==> src/rtl/cache_mem_pkg.sv <==
// Shared parameters and state encoding for the cache line transfer engine.
package cache_mem_pkg;

  localparam int ADDR_W         = 32;
  localparam int WORD_W         = 32;
  localparam int WORDS_PER_LINE = 16;
  localparam int LINE_W         = WORD_W * WORDS_PER_LINE;
  localparam int OFF_W          = $clog2(LINE_W / 8);

  // Engine sequencing: idle, one memory beat per word, one response cycle.
  typedef enum logic [1:0] {
    IDLE = 2'd0,
    BEAT = 2'd1,
    DONE = 2'd2
  } state_e;

endpackage

==> src/rtl/cache_line_buf.sv <==
// One cache line of storage: full-line load, single-word write, single-word read.
module cache_line_buf #(
  parameter int WORD_W         = cache_mem_pkg::WORD_W,
  parameter int WORDS_PER_LINE = cache_mem_pkg::WORDS_PER_LINE,
  localparam int LINE_W        = WORD_W * WORDS_PER_LINE,
  localparam int IDX_W         = $clog2(WORDS_PER_LINE)
) (
  input  logic              clk,
  input  logic              load_line,
  input  logic [LINE_W-1:0] load_data,
  input  logic              wr_word,
  input  logic [IDX_W-1:0]  wr_idx,
  input  logic [WORD_W-1:0] wr_data,
  input  logic [IDX_W-1:0]  rd_idx,
  output logic [WORD_W-1:0] rd_word,
  output logic [LINE_W-1:0] line
);

  logic [LINE_W-1:0] line_q;
  logic [LINE_W-1:0] line_d;

  // Next line contents: a full load wins over a single-word write.
  always_comb begin
    // NOTE: every always_comb output gets a default first so no path leaves it unassigned (no latch).
    line_d = line_q;
    if (load_line) begin
      line_d = load_data;
    end else if (wr_word) begin
      line_d[wr_idx*WORD_W +: WORD_W] = wr_data;
    end
  end

  // Line storage register.
  always_ff @(posedge clk) begin
    // NOTE: the data buffer has no reset; every transfer overwrites it before any word is consumed.
    line_q <= line_d;
  end

  assign rd_word = line_q[rd_idx*WORD_W +: WORD_W];
  assign line    = line_q;

endmodule

==> src/rtl/cache_line_mem_if.sv <==
// Line transfer engine between the L1 controller and a word-wide memory bus.
// A refill reads WORDS_PER_LINE beats into the line buffer and returns the line;
// a writeback streams the latched line out as beats and returns a completion.
module cache_line_mem_if #(
  parameter int ADDR_W         = cache_mem_pkg::ADDR_W,
  parameter int WORD_W         = cache_mem_pkg::WORD_W,
  parameter int WORDS_PER_LINE = cache_mem_pkg::WORDS_PER_LINE,
  localparam int LINE_W        = WORD_W * WORDS_PER_LINE,
  localparam int OFF_W         = $clog2(LINE_W / 8)
) (
  input  logic              clk,
  input  logic              reset,
  input  logic              req_valid,
  output logic              req_ready,
  input  logic              req_we,
  input  logic [ADDR_W-1:0] req_addr,
  input  logic [LINE_W-1:0] req_wdata,
  output logic              resp_valid,
  output logic              resp_we,
  output logic [LINE_W-1:0] resp_data,
  output logic              mem_valid,
  output logic              mem_we,
  output logic [ADDR_W-1:0] mem_addr,
  output logic [WORD_W-1:0] mem_wdata,
  input  logic              mem_ready,
  input  logic [WORD_W-1:0] mem_rdata,
  output logic              busy
);

  import cache_mem_pkg::*;

  localparam int BEAT_W     = $clog2(WORDS_PER_LINE);
  localparam int BYTE_SHIFT = $clog2(WORD_W / 8);
  localparam logic [BEAT_W-1:0] LAST_BEAT = BEAT_W'(WORDS_PER_LINE - 1);
  localparam logic [ADDR_W-1:0] OFF_MASK  = (ADDR_W'(1) << OFF_W) - ADDR_W'(1);

  state_e              state_q,     state_d;
  logic [BEAT_W-1:0]   beat_q,      beat_d;
  logic [ADDR_W-1:0]   base_q,      base_d;
  logic                we_q,        we_d;
  logic [LINE_W-1:0]   resp_data_q, resp_data_d;

  logic                buf_load;
  logic                buf_wr;
  logic [WORD_W-1:0]   buf_rd_word;
  logic [LINE_W-1:0]   buf_line;
  logic [LINE_W-1:0]   refill_line;
  logic                in_beat;
  logic                beat_done;

  cache_line_buf #(
    .WORD_W         (WORD_W),
    .WORDS_PER_LINE (WORDS_PER_LINE)
  ) u_line_buf (
    .clk       (clk),
    .load_line (buf_load),
    .load_data (req_wdata),
    .wr_word   (buf_wr),
    .wr_idx    (beat_q),
    .wr_data   (mem_rdata),
    .rd_idx    (beat_q),
    .rd_word   (buf_rd_word),
    .line      (buf_line)
  );

  assign in_beat   = (state_q == BEAT);
  assign beat_done = in_beat && mem_ready;

  // Completed refill line: buffer contents with the final beat's read data merged in,
  // so the response can be registered on the same edge the last word arrives.
  always_comb begin
    refill_line = buf_line;
    refill_line[beat_q*WORD_W +: WORD_W] = mem_rdata;
  end

  // Sequencing: accept in IDLE, one word per completed beat, one response cycle.
  always_comb begin
    state_d     = state_q;
    beat_d      = beat_q;
    base_d      = base_q;
    we_d        = we_q;
    resp_data_d = resp_data_q;
    buf_load    = 1'b0;
    buf_wr      = 1'b0;
    unique case (state_q)
      IDLE: begin
        if (req_valid) begin
          base_d   = req_addr & ~OFF_MASK;
          we_d     = req_we;
          buf_load = 1'b1;
          beat_d   = '0;
          state_d  = BEAT;
        end
      end
      BEAT: begin
        if (beat_done) begin
          buf_wr = !we_q;
          beat_d = beat_q + BEAT_W'(1);
          if (beat_q == LAST_BEAT) begin
            state_d = DONE;
            // Writebacks leave the last refilled line visible to the controller.
            if (!we_q) begin
              resp_data_d = refill_line;
            end
          end
        end
      end
      DONE: begin
        state_d = IDLE;
      end
      default: begin
        state_d = IDLE;
      end
    endcase
  end

  // Engine state registers with synchronous active-low reset; reset aborts any transfer.
  always_ff @(posedge clk) begin
    // NOTE: sequential state uses non-blocking assignments so every flop samples pre-edge values.
    if (!reset) begin
      state_q     <= IDLE;
      beat_q      <= '0;
      base_q      <= '0;
      we_q        <= 1'b0;
      resp_data_q <= '0;
    end else begin
      state_q     <= state_d;
      beat_q      <= beat_d;
      base_q      <= base_d;
      we_q        <= we_d;
      resp_data_q <= resp_data_d;
    end
  end

  // Outputs are decoded from registered state only, so they stay stable through stalls.
  assign req_ready  = (state_q == IDLE);
  assign busy       = (state_q != IDLE);
  assign mem_valid  = in_beat;
  assign mem_we     = in_beat && we_q;
  assign mem_addr   = in_beat ? (base_q | (ADDR_W'(beat_q) << BYTE_SHIFT)) : '0;
  assign mem_wdata  = (in_beat && we_q) ? buf_rd_word : '0;
  assign resp_valid = (state_q == DONE);
  assign resp_we    = (state_q == DONE) && we_q;
  assign resp_data  = resp_data_q;

endmodule

==> config.mk <==
export PLATFORM = sky130hd
export DESIGN_NAME = cache_line_mem_if
export DESIGN_NICKNAME = d
export VERILOG_FILES = /design/src/rtl/cache_mem_pkg.sv /design/src/rtl/cache_line_buf.sv /design/src/rtl/cache_line_mem_if.sv
export SDC_FILE = /design/constraint.sdc
export NUM_CORES = 2
export LEC_CHECK = 0
export BUFFER_PORTS_ARGS = -buffer_cell sky130_fd_sc_hd__clkbuf_2
export CAP_MARGIN = 20
export CORE_AREA = 5 5 452 454
export DETAILED_ROUTE_END_ITERATION = 12
export DIE_AREA = 0 0 457 459
export GPL_TIMING_DRIVEN = 0
export PLACE_DENSITY = 0.4
export SLEW_MARGIN = 20
export SYNTH_ARGS = -nofsm -noshare
export SYNTH_HDL_FRONTEND = slang
export SYNTH_SLANG_ARGS = --single-unit
==> constraint.sdc <==
create_clock -name clk -period 57.4 [get_ports clk]
set_input_delay 11.48 -clock clk [delete_from_list [all_inputs] [get_ports clk]]
set_output_delay 11.48 -clock clk [all_outputs]
set_load 0.03 [all_outputs]
==> reports/metrics.yaml <==
yosys:
  synthArstFlopShare_pct: 0
  synth_seq_cells: 1057
  syn_area_mm2: 0.0505
  avgSynthCellArea_um2: 9.99
  synth_top_flop_cell: "dfxtp_1"
  ys_seq_area_share_pct: 52.1
  yosysUniqueCellTypes: 51
  ys_warn_count: 0
  synth_edf_count: 512
  syn_inst: 5054
cts:
  cts_tree: "done"
  cts_resized: 0
  htreeDepth: 4
  clock-sinks: 1057
  worstSkewPairLatency_ns: 0.82
  clockRootBuffer: "clkbuf_16"
  cts_made_buffers: 137
  hold_buffers: 0
  clkSlewWorstSetupHoldPaths_ns: 0.06
  cts_buffer_depth: 3
  cts_setup_buffers: 0
finish:
  fillers: 21100
  final_util_pct: 32.9
  stdcell_area_mm2: 0.0655
  nets: 7001
  drive_gt1_share_pct: 26.0
  synthToLayoutAreaGrowth_pct: 29.7
sta:
  relSlewSlack_pct: 16.2
  min_period_ns: 16.16
  tightest_slew_ns: 1.26
  hold_ws_ns: 0.463
  finalHoldViolations: 0
  skew_ns: 0.0424
  fmax_mhz: 61.9
  post-route-period-util_pct: 28.2
  rsz0062_at_grt: "no"
  drv_slew: 0
  setup_viol: 0
floorplanning:
  io-pin-count: 1163
  rows: 164
  start_util_pct: 25.3
  die_h_um: 459
  die_area_mm2: 0.210
  die_x_um: 457
  core_mm2: 0.199
hold_path:
  hold_path_end: "base_q[11]$_SDFFE_PN0P_"
  hold_depth: 2
  min_from: "base_q[11]$_SDFFE_PN0P_"
  hp-class: "reg -> reg"
critical_path:
  cp_max_fo: 10
  crit_path_cell_trace: "clkbuf_1 > clkbuf_1 > clkbuf_1 > mux4_2 > mux2i_1 > o22ai_1 > clkbuf_2"
  reg2reg_to: "u_line_buf.line[19]$_DFFE_PP_"
  cp_top_family: "buffers and inverters"
  required_ns: 45.92
  rr_startpoint: "beat_q[0]$_SDFFE_PN0P_"
  cp.arrival_ns: 4.68
  startpoint_type: "flip-flop"
  reg2reg_setup_slack_ns: 51.36
  crit_path_top_delay_cell: "clkbuf_1"
  end_kind: "primary output"
  criticalPathCategory: "reg -> out"
  r2r_cells: 13
  cp_slowest_stage_delay_ns: 0.82
  path_buf_inv: 4
  crit_top_cell: "clkbuf_1"
grt:
  overflow: 0
  grt_max_degree: 23
  grt_pass1_vias: 50200
  antenna_found_initial: 97
  grt_pass1_wl_mm: 501
  track_usage_pct: 35.7
flow_run:
  cap_violations: 0
detailed_routing:
  drc: 0
  finalWirelength_mm: 392
  highest_layer: "met5"
  final_antenna_net_count: 0
  wl_met3_mm: 36.7
  drt_pass1_iterations: 6
  wl_per_cell_um: 42.6
  vias: 52400
  wl_met1_mm: 163
  drtIter0Drc: 6681
  dr_wl_met2_mm: 175
  viasPerCell: 5.68
placed_design:
  port-buffer-count: 1153
  placed_cell_area_mm2: 0.0610
  post-dp-hpwl_mm: 337
  place_congestion: 0.988
status:
  outcome: "complete, no violations"
pwr:
  p_per_area_mw_per_mm2: 31.9
  ir_drop_uv: 25.1
  p_leak_nw: 25.5
## cells by family (layout without fill, tap and decap cells)
family	Yosys count	after routing	share of synthesized area [%]
buffers and inverters	598	2069	4.72
adder cells (fa/ha/maj)	5	5	0.124
AND/OR/NAND/NOR	1242	1242	10.6
XOR/XNOR	5	5	0.102
other	1	35	0.00743
multiplexers	424	424	11.5
AO/OA/AOI/OAI	1722	1722	20.8
flip-flops	1057	1057	52.1
## registers in the layout (all words and copies together) (netlist names)
signal / flops
we_q: 1
beat_q: 4
state_q: 2
u_line_buf.line: 512
base_q: 26
resp_data: 512
## cell type report
class	instances	area (µm²)	share of cell area (%)
timing repair buffer	1221	6930	10.6
multi-input combinational	3400	22000	33.6
clock buffer	209	4020	6.13
inverter	104	390	0.596
antenna	33	82.6	0.126
sequential	1057	26300	40.1
clock inverter	41	438	0.669
buffer	494	2010	3.07
tap	2656	3320	5.07
## cells in the mapped netlist, drive strengths merged, types with 30 or more instances
library cell	number	share of area [%]
clkbuf	370	2.8
a211oi	132	2.0
o211ai	260	3.9
edfxtp	512	30
a31oi	236	2.9
mux4	126	5.6
o22ai	30	0.37
and3	37	0.46
nand2	553	4.1
inv	103	0.77
a221oi	96	1.7
nor3b	33	0.49
nor3	133	1.3
nor2	333	2.5
o21ai	582	5.8
a21oi	343	3.4
buf	124	1.2
and2	63	0.78
mux2i	298	5.9
nand3	71	0.70
dfxtp	545	22
## layer usage
layer / vias to the layer above / global-route usage (%)
met5: - / 0
met4: 20 / 13.2
met3: 470 / 8.12
met2: 3327 / 56.1
met1: 26800 / 48.0
li1: 21700 / -
## worst max-delay path by stage
stage	endpoint	cells after the start	from	slack, ns
floorplan	u_line_buf.line[0]$_DFFE_PP_	2	mem_ready	8.14
global placement	u_line_buf.line[79]$_DFFE_PP_	3	mem_ready	-18.57
detailed placement	u_line_buf.line[42]$_DFFE_PP_	14	req_valid	41.19
CTS	mem_wdata[2]	7	beat_q[1]$_SDFFE_PN0P_	41.22
global route	mem_wdata[2]	7	beat_q[1]$_SDFFE_PN0P_	41.11
finish	mem_wdata[2]	7	beat_q[1]$_SDFFE_PN0P_	41.24
## metrics by stage
step / TNS, ns / std cells / worst slack (ns) / power [mW]
CTS: 0 / 9181 / 41.22 / 2.08
global route: 0 / 9192 / 41.11 / 2.13
floorplan: 0 / 5055 / 8.14 / 1.06
finish: 0 / 9215 / 41.24 / 2.09
global placement: -9462.72 / 8864 / -18.57 / 1.27
detailed placement: 0 / 8931 / 41.19 / 1.20
## worst register-to-register path, delay by kind of cell, from the launching register on
family                   cells  cell delay [ns]
adder cells (fa/ha/maj)      1             0.37
AND/OR/NAND/NOR              2             0.84
flip-flops                   1             0.51
multiplexers                 1             0.64
AO/OA/AOI/OAI                1             0.14
buffers and inverters        8             3.25
## where the power goes
part | switching [mW] | internal (mW) | total [mW]
clock | 0.380 | 0.514 | 0.894
sequential | 0.0883 | 0.852 | 0.941
combinational | 0.165 | 0.0895 | 0.254
## layout by cell type (no fill, tap or decap), drive strengths merged, types with 236 or more instances in the layout
| cell type | instances |
|---|---|
| dfxtp | 545 |
| a31oi | 236 |
| edfxtp | 512 |
| o21ai | 582 |
| o211ai | 260 |
| clkbuf | 1732 |
| nand2 | 553 |
| a21oi | 343 |
| mux2i | 298 |
| nor2 | 333 |
(Power assumes the default switching activity.)
